$ cat src/rtl/fwd_hazard_ctrl.sv
// fwd_hazard_ctrl: forwarding-select and load-use hazard controller.
// Tracks the destinations of the DEPTH instructions issued after decode
// (entry 0 = EX, entry 1 = MEM, ...). It produces a bypass select for each
// register read port. It requests a one-cycle stall, with an EX bubble,
// when the instruction in decode consumes the result of the load directly
// ahead of it.
// Optional feature: define FWD_STALL_CNT_EN to add the saturating 16-bit
// stall_count output.
module fwd_hazard_ctrl #(
  parameter int ADDR_W   = 5,
  parameter int NPORTS   = 2,
  parameter int DEPTH    = 2,
  parameter int ZERO_REG = 31,
  parameter int SEL_W    = $clog2(DEPTH + 1)
) (
  input  logic                     clk,
  input  logic                     reset,
  input  logic                     id_valid,
  input  logic [NPORTS*ADDR_W-1:0] id_rd_addr,
  input  logic [NPORTS-1:0]        id_rd_used,
  input  logic [ADDR_W-1:0]        id_dst_addr,
  input  logic                     id_reg_wr,
  input  logic                     id_is_load,
  input  logic                     flush,
  output logic [NPORTS*SEL_W-1:0]  fwd_sel,
  output logic                     stall
`ifdef FWD_STALL_CNT_EN
  ,
  output logic [15:0]              stall_count
`endif
);

  localparam logic [ADDR_W-1:0] ZERO_A = ADDR_W'(ZERO_REG);
  localparam logic [SEL_W-1:0]  SEL_RF = SEL_W'(DEPTH);

  // Tracking pipeline: one {addr, wr, ld} record per producer stage.
  logic [ADDR_W-1:0] ent_addr [DEPTH];
  logic [DEPTH-1:0]  ent_wr;
  logic [DEPTH-1:0]  ent_ld;
  logic [DEPTH-1:0]  ent_prod;

  logic use_hit;
  logic hazard;
  logic bubble;

  // An entry can forward only if it writes a real (non-zero) register.
  always_comb begin
    ent_prod = '0;
    for (int k = 0; k < DEPTH; k++) begin
      ent_prod[k] = ent_wr[k] & (ent_addr[k] != ZERO_A);
    end
  end

  // Per-port select: scan oldest to youngest so the youngest match wins.
  always_comb begin
    fwd_sel = '0;
    for (int p = 0; p < NPORTS; p++) begin
      fwd_sel[p*SEL_W +: SEL_W] = SEL_RF;
      for (int k = DEPTH - 1; k >= 0; k--) begin
        if (ent_prod[k] && (ent_addr[k] == id_rd_addr[p*ADDR_W +: ADDR_W])) begin
          fwd_sel[p*SEL_W +: SEL_W] = SEL_W'(k);
        end
      end
    end
  end

  // A used operand matching the EX-stage destination; only consulted for loads.
  always_comb begin
    use_hit = 1'b0;
    for (int p = 0; p < NPORTS; p++) begin
      if (id_rd_used[p] && (id_rd_addr[p*ADDR_W +: ADDR_W] == ent_addr[0])) begin
        use_hit = 1'b1;
      end
    end
  end

  // The load result exists only after MEM, so the very next reader must wait one
  // cycle. A flush removes the reader, so no stall is needed in that case.
  assign hazard = id_valid & ent_prod[0] & ent_ld[0] & use_hit;
  assign stall  = hazard & ~flush;
  assign bubble = stall | flush | ~id_valid;

  // Advance the tracking pipeline; entry 0 takes decode or a bubble.
  always_ff @(posedge clk or posedge reset) begin
    if (reset) begin
      for (int k = 0; k < DEPTH; k++) begin
        ent_addr[k] <= '0;
      end
      ent_wr <= '0;
      ent_ld <= '0;
    end else begin
      for (int k = DEPTH - 1; k > 0; k--) begin
        ent_addr[k] <= ent_addr[k-1];
        ent_wr[k]   <= ent_wr[k-1];
        ent_ld[k]   <= ent_ld[k-1];
      end
      ent_addr[0] <= bubble ? '0 : id_dst_addr;
      ent_wr[0]   <= bubble ? 1'b0 : id_reg_wr;
      ent_ld[0]   <= bubble ? 1'b0 : id_is_load;
    end
  end

`ifdef FWD_STALL_CNT_EN
  // Count stall cycles and saturate at all-ones; only reset clears the count.
  always_ff @(posedge clk or posedge reset) begin
    if (reset) begin
      stall_count <= '0;
    end else if (stall && (stall_count != 16'hFFFF)) begin
      stall_count <= stall_count + 16'd1;
    end
  end
`endif

endmodule
$ cat config.mk
export PLATFORM = sky130hd
export DESIGN_NAME = fwd_hazard_ctrl
export DESIGN_NICKNAME = d
export VERILOG_FILES = /design/src/rtl/fwd_hazard_ctrl.sv
export SDC_FILE = /design/constraint.sdc
export NUM_CORES = 1
export LEC_CHECK = 0
export CORE_MARGIN = 2
export CORE_UTILIZATION = 46
export CTS_CLUSTER_SIZE = 30
export DETAILED_ROUTE_END_ITERATION = 7
export GPL_ROUTABILITY_DRIVEN = 0
export HOLD_SLACK_MARGIN = 0.15
export PLACE_DENSITY = 0.81
export SLEW_MARGIN = 5
export SYNTH_ARGS = -nofsm -noshare
export SYNTH_HDL_FRONTEND = slang
export SYNTH_SLANG_ARGS = --single-unit
$ cat constraint.sdc
create_clock -name clk -period 2.63 [get_ports clk]
set_input_delay 0.789 -clock clk [delete_from_list [all_inputs] [get_ports clk]]
set_output_delay 0.789 -clock clk [all_outputs]
set_load 0.02 [all_outputs]
== Yosys cells after proc, flatten, opt, wreduce, memory -nomap -nowiden ==
Index checks and enable logic that the tools add are counted.

* Bits in registers: 13

* Equality and inequality tests: 8
* Mux-type cells: 9
* Bitwise operators: 10
* Reductions and logical operators: 6

{| class="wikitable"
|+ Operator list
! cell !! count
|-
| == test 5 bit || 6
|-
| inequality test 5 bit (second input constant) || 2
|-
| two-way mux 2 bit || 4
|-
| AND 1 bit || 6
|-
| logical AND 1 bit || 6
|-
| two-way mux 5 bit || 1
|-
| two-way mux 1 bit || 4
|-
| NOT 1 bit || 2
|-
| bitwise OR 1 bit || 2
|}

== Depth between registers and ports, before layout ==
Gate-level depths: netlist (run 1).

* Depth in word-level cells: 9
* Mapped depth: 4

== Least setup slack after synthesis (run 1) ==
OpenSTA, ideal clock, no wires.

* Path kind: input to output
* Start: input port id_rd_addr[1]
* End: output port stall
* Data arrival time: 1637 ps
* Setup slack: 204 ps
* Stages on the path: 4
* Buffers on the path: 0
* Cells stage by stage: xnor2_1 nand4_2 o22ai_4 and3b_1

* Word-level cells in the longest chain between the ends: 6

{| class="wikitable"
|+ RTL lines
! what !! RTL line !! RTL
|-
| from (decl) || 19 || <nowiki>input logic [NPORTS*ADDR_W-1:0] id_rd_addr,</nowiki>
|-
| == test 5 bit || 71 || <nowiki>if (id_rd_used[p] && (id_rd_addr[p*ADDR_W +: ADDR_W] == ent_addr[0])) begin</nowiki>
|-
| logical AND 1 bit || 71 ||
|-
| two-way mux 1 bit (2 in series) || 71 ||
|-
| AND 1 bit || 79 || <nowiki>assign hazard = id_valid & ent_prod[0] & ent_ld[0] & use_hit;</nowiki>
|-
| AND 1 bit || 80 || <nowiki>assign stall = hazard & ~flush;</nowiki>
|-
| to (decl) || 26 || <nowiki>output logic stall</nowiki>
|}

No other way between the ends.

== Final worst setup path (run 1) ==
* Start: input port id_rd_addr[9]
* End: output port stall

* Word-level cells in the longest chain between the ends: 5

{| class="wikitable"
|+ RTL lines
! what !! RTL line
|-
| == test 5 bit || 71
|-
| logical AND 1 bit || 71
|-
| two-way mux 1 bit || 71
|-
| AND 1 bit || 79
|-
| AND 1 bit || 80
|}

No other way between the ends.

==> results.cfg, run 1 <==
[run]
maxCapViolCount = 0

[cells_and_area]
final_cell_area_um2 = 1170
syn_to_final_growth_pct = 54.6
nFillCells = 114
drive_gt1_share_pct = 37.8
layout_commonest_cell = dfrtp_1
post-route-util_pct = 76.7
final_cell_mix = 13 x dfrtp_1, 11 x nand2_1, 11 x clkdlybuf4s50_1
finalNonFillerCells = 127
antenna_cells = 0
fin_nets = 135

[global_routing]
use_met3_pct = 3.67
antenna_found_initial = 0
gr-total-overflow = 0
grt_pass1_vias = 681
busiest_layer = met2
use_met2_pct = 37.1
grt_max_degree = 14
grt_usage_pct = 19.9
grt_first_pass_wirelength_um = 2800
gr-usage-met1_pct = 21.9

[clocking]
cts_hold_buf = 0
clockBufferDepth = 2
cts_tree = built
cts.root.buffer_cell = clkbuf_4
path_clk_slew_ns = 0.07
cts_buffers = 3
cts.htree.levels = 1
worstSkewPairLatency_ns = 0.27
cts_sinks = 13

[placement]
placed_cells = 121
dp_hpwl_um = 1330
port_buffers = 27
place_ws_ns = -0.764
dpl-instance-area_um2 = 1080

[logic_synthesis]
synth_compound_area_share_pct = 11.3
avgSynthCellArea_um2 = 10.4
ys_types = 19
ys_top_cells_by_area = dfrtp_1 43%, xnor2_1 13%, xor2_1 7.0%, xnor2_2 6.5%, nand2_1 6.0%
synth_top_area_share_pct = 43.0
synth_top_family_by_area = XOR/XNOR gates
synth_xor_xnor_area_share_pct = 26.2
muxShareOfSynthArea_pct = 0
synth_top_area_cell = dfrtp_1
synthCells = 73
synth-simple-area-share_pct = 19.0
synth.cell_area_um2 = 756
synth-seq-cells = 13
synth_nets = 96
ys_seq_area_share_pct = 43.0
synthAdderAreaFrac_pct = 0
yosys_warnings = 0

[worst_setup_path]
cp-startpoint = id_rd_addr[9]
reg2reg_slack_ns = 1.02
worst_path_max_delay_cell = dlygate4sd2_1
cp_data_arrival_time_ns = 1.79
r2r-start = ent_addr[6]
cp.depth = 6
critPathMaxFanout = 2
endpoint = stall
slowest_delay_ns = 0.27
rr_worst_depth = 7
end_kind = output port
path_class = in2out
crit_family = buffers and inverters
start_kind = input pin
reg2reg_to = ent_wr[0]
critPathRequiredTime_ns = 1.84
cp_cell_sequence = dlygate4sd2_1 > xnor2_1 > nand2_1 > o22ai_4 > and3b_1 > buf_6
path_buf_inv = 2

[floorplan]
fp-row-count = 14
initial_core_util_pct = 49.6
die_w_um = 44.5
dieArea_um2 = 1980
io_pins = 28
die_h_um = 44.5
coreArea_um2 = 1520

[timing]
clock.fmax_mhz = 388
finalSetupViolCount = 0
tns_ns = 0
worstMarginPinSlew_ns = 0.458
fin_skew_ns = 0.00226
hold_ws_ns = 0.397
slew_viol_final = 0
hold_violations = 0
finalCritPeriodShare_pct = 98.1
min_period_ns = 2.58
relSlewSlack_pct = 69.4
fin_ws_ns = 0.0508

[routing]
ant_nets = 0
drt_iter0_drc = 3
drc_errors = 0
dr.pass1.iters = 3
viasPerCell = 5.14
wl_per_cell_um = 13.1
vias = 653
drt_wl_total_um = 1660

[run_status]
status = complete, no violations

[pwr]
power.density_nw_per_um2 = 377
vdd_drop_max_mv = 0.284
power.total_uw = 441
leakagePower_nw = 0.531

[min_path]
hold_class = reg2reg
where the power goes:
group,internal [mW],switching [mW],leakage [nW],total (mW)
combinational,0.0600,0.0455,0.341,0.106
clock,0.0587,0.0587,0.0150,0.117
sequential,0.207,0.0106,0.175,0.218
total,0.326,0.115,0.531,0.441
area by class of cell:
cell class              instances  area [um2]  share of cell area [%]
inverters                       1        3.75                   0.321
clock buffers                   4        26.3                    2.25
repair buffers                 34         265                    22.7
flip-flops and latches         13         325                    27.8
multi-input cells              59         528                    45.2
well taps                      16        20.0                    1.71
routing by layer:
| layer | wire, um | vias to the layer above |
|---|---|---|
| met4 | 0 | 0 |
| li1 | - | 329 |
| met2 | 963 | 21 |
| met1 | 610 | 303 |
| met5 | 0 | - |
| met3 | 87 | 0 |
kinds of logic (layout without fill, tap and decap cells):
kind of cell    count (synthesis)  in the layout
compound gates                 12             12
xor+xnor                       20             20
buf+inv                         1             39
flops                          13             13
simple gates                   27             27
cells in the mapped netlist:
cell type / number
a21oi_1: 7
nor3b_1: 2
xnor2_2: 3
a41oi_1: 2
dfrtp_1: 13
nand4_1: 2
o21a_1: 1
inv_1: 1
nor2b_1: 1
nand2_1: 12
nand3_1: 2
and3b_1: 1
nor3_1: 2
nor2_1: 3
o22ai_4: 1
o21ai_1: 1
nand4_2: 2
xnor2_1: 11
xor2_1: 6
what timing repair did:
| item | 4_1_cts | 5_1_grt |
|---|---|---|
| pin swaps | 15 | 16 |
| endpoints found under the setup margin | 5 | 5 |
| gates resized for setup | 56 | 20 |
| buffers inserted | 1 | 1 |
sequential cells by signal, indices dropped and copies added (netlist names):
signal,flops
ent_addr,10
ent_ld,1
ent_wr,2
how the worst min path moves through the flow:
stage | depth (start not counted) | start | endpoint
detailed placement | 0 | ent_wr[0] | ent_wr[1]
finish | 0 | ent_wr[0] | ent_wr[1]
global placement | 0 | ent_wr[0] | ent_wr[1]
global route | 0 | ent_wr[0] | ent_wr[1]
floorplan | 0 | ent_wr[0] | ent_wr[1]
CTS | 0 | ent_wr[0] | ent_wr[1]
Note: power is estimated with default switching activity, not from simulation.
==> run 2: changes to the inputs <==
- CTS_CLUSTER_SIZE: 30 -> unset
==> results of run 2 <==
Same layout as run 1: the final DEF is identical, and so are final timing and power.
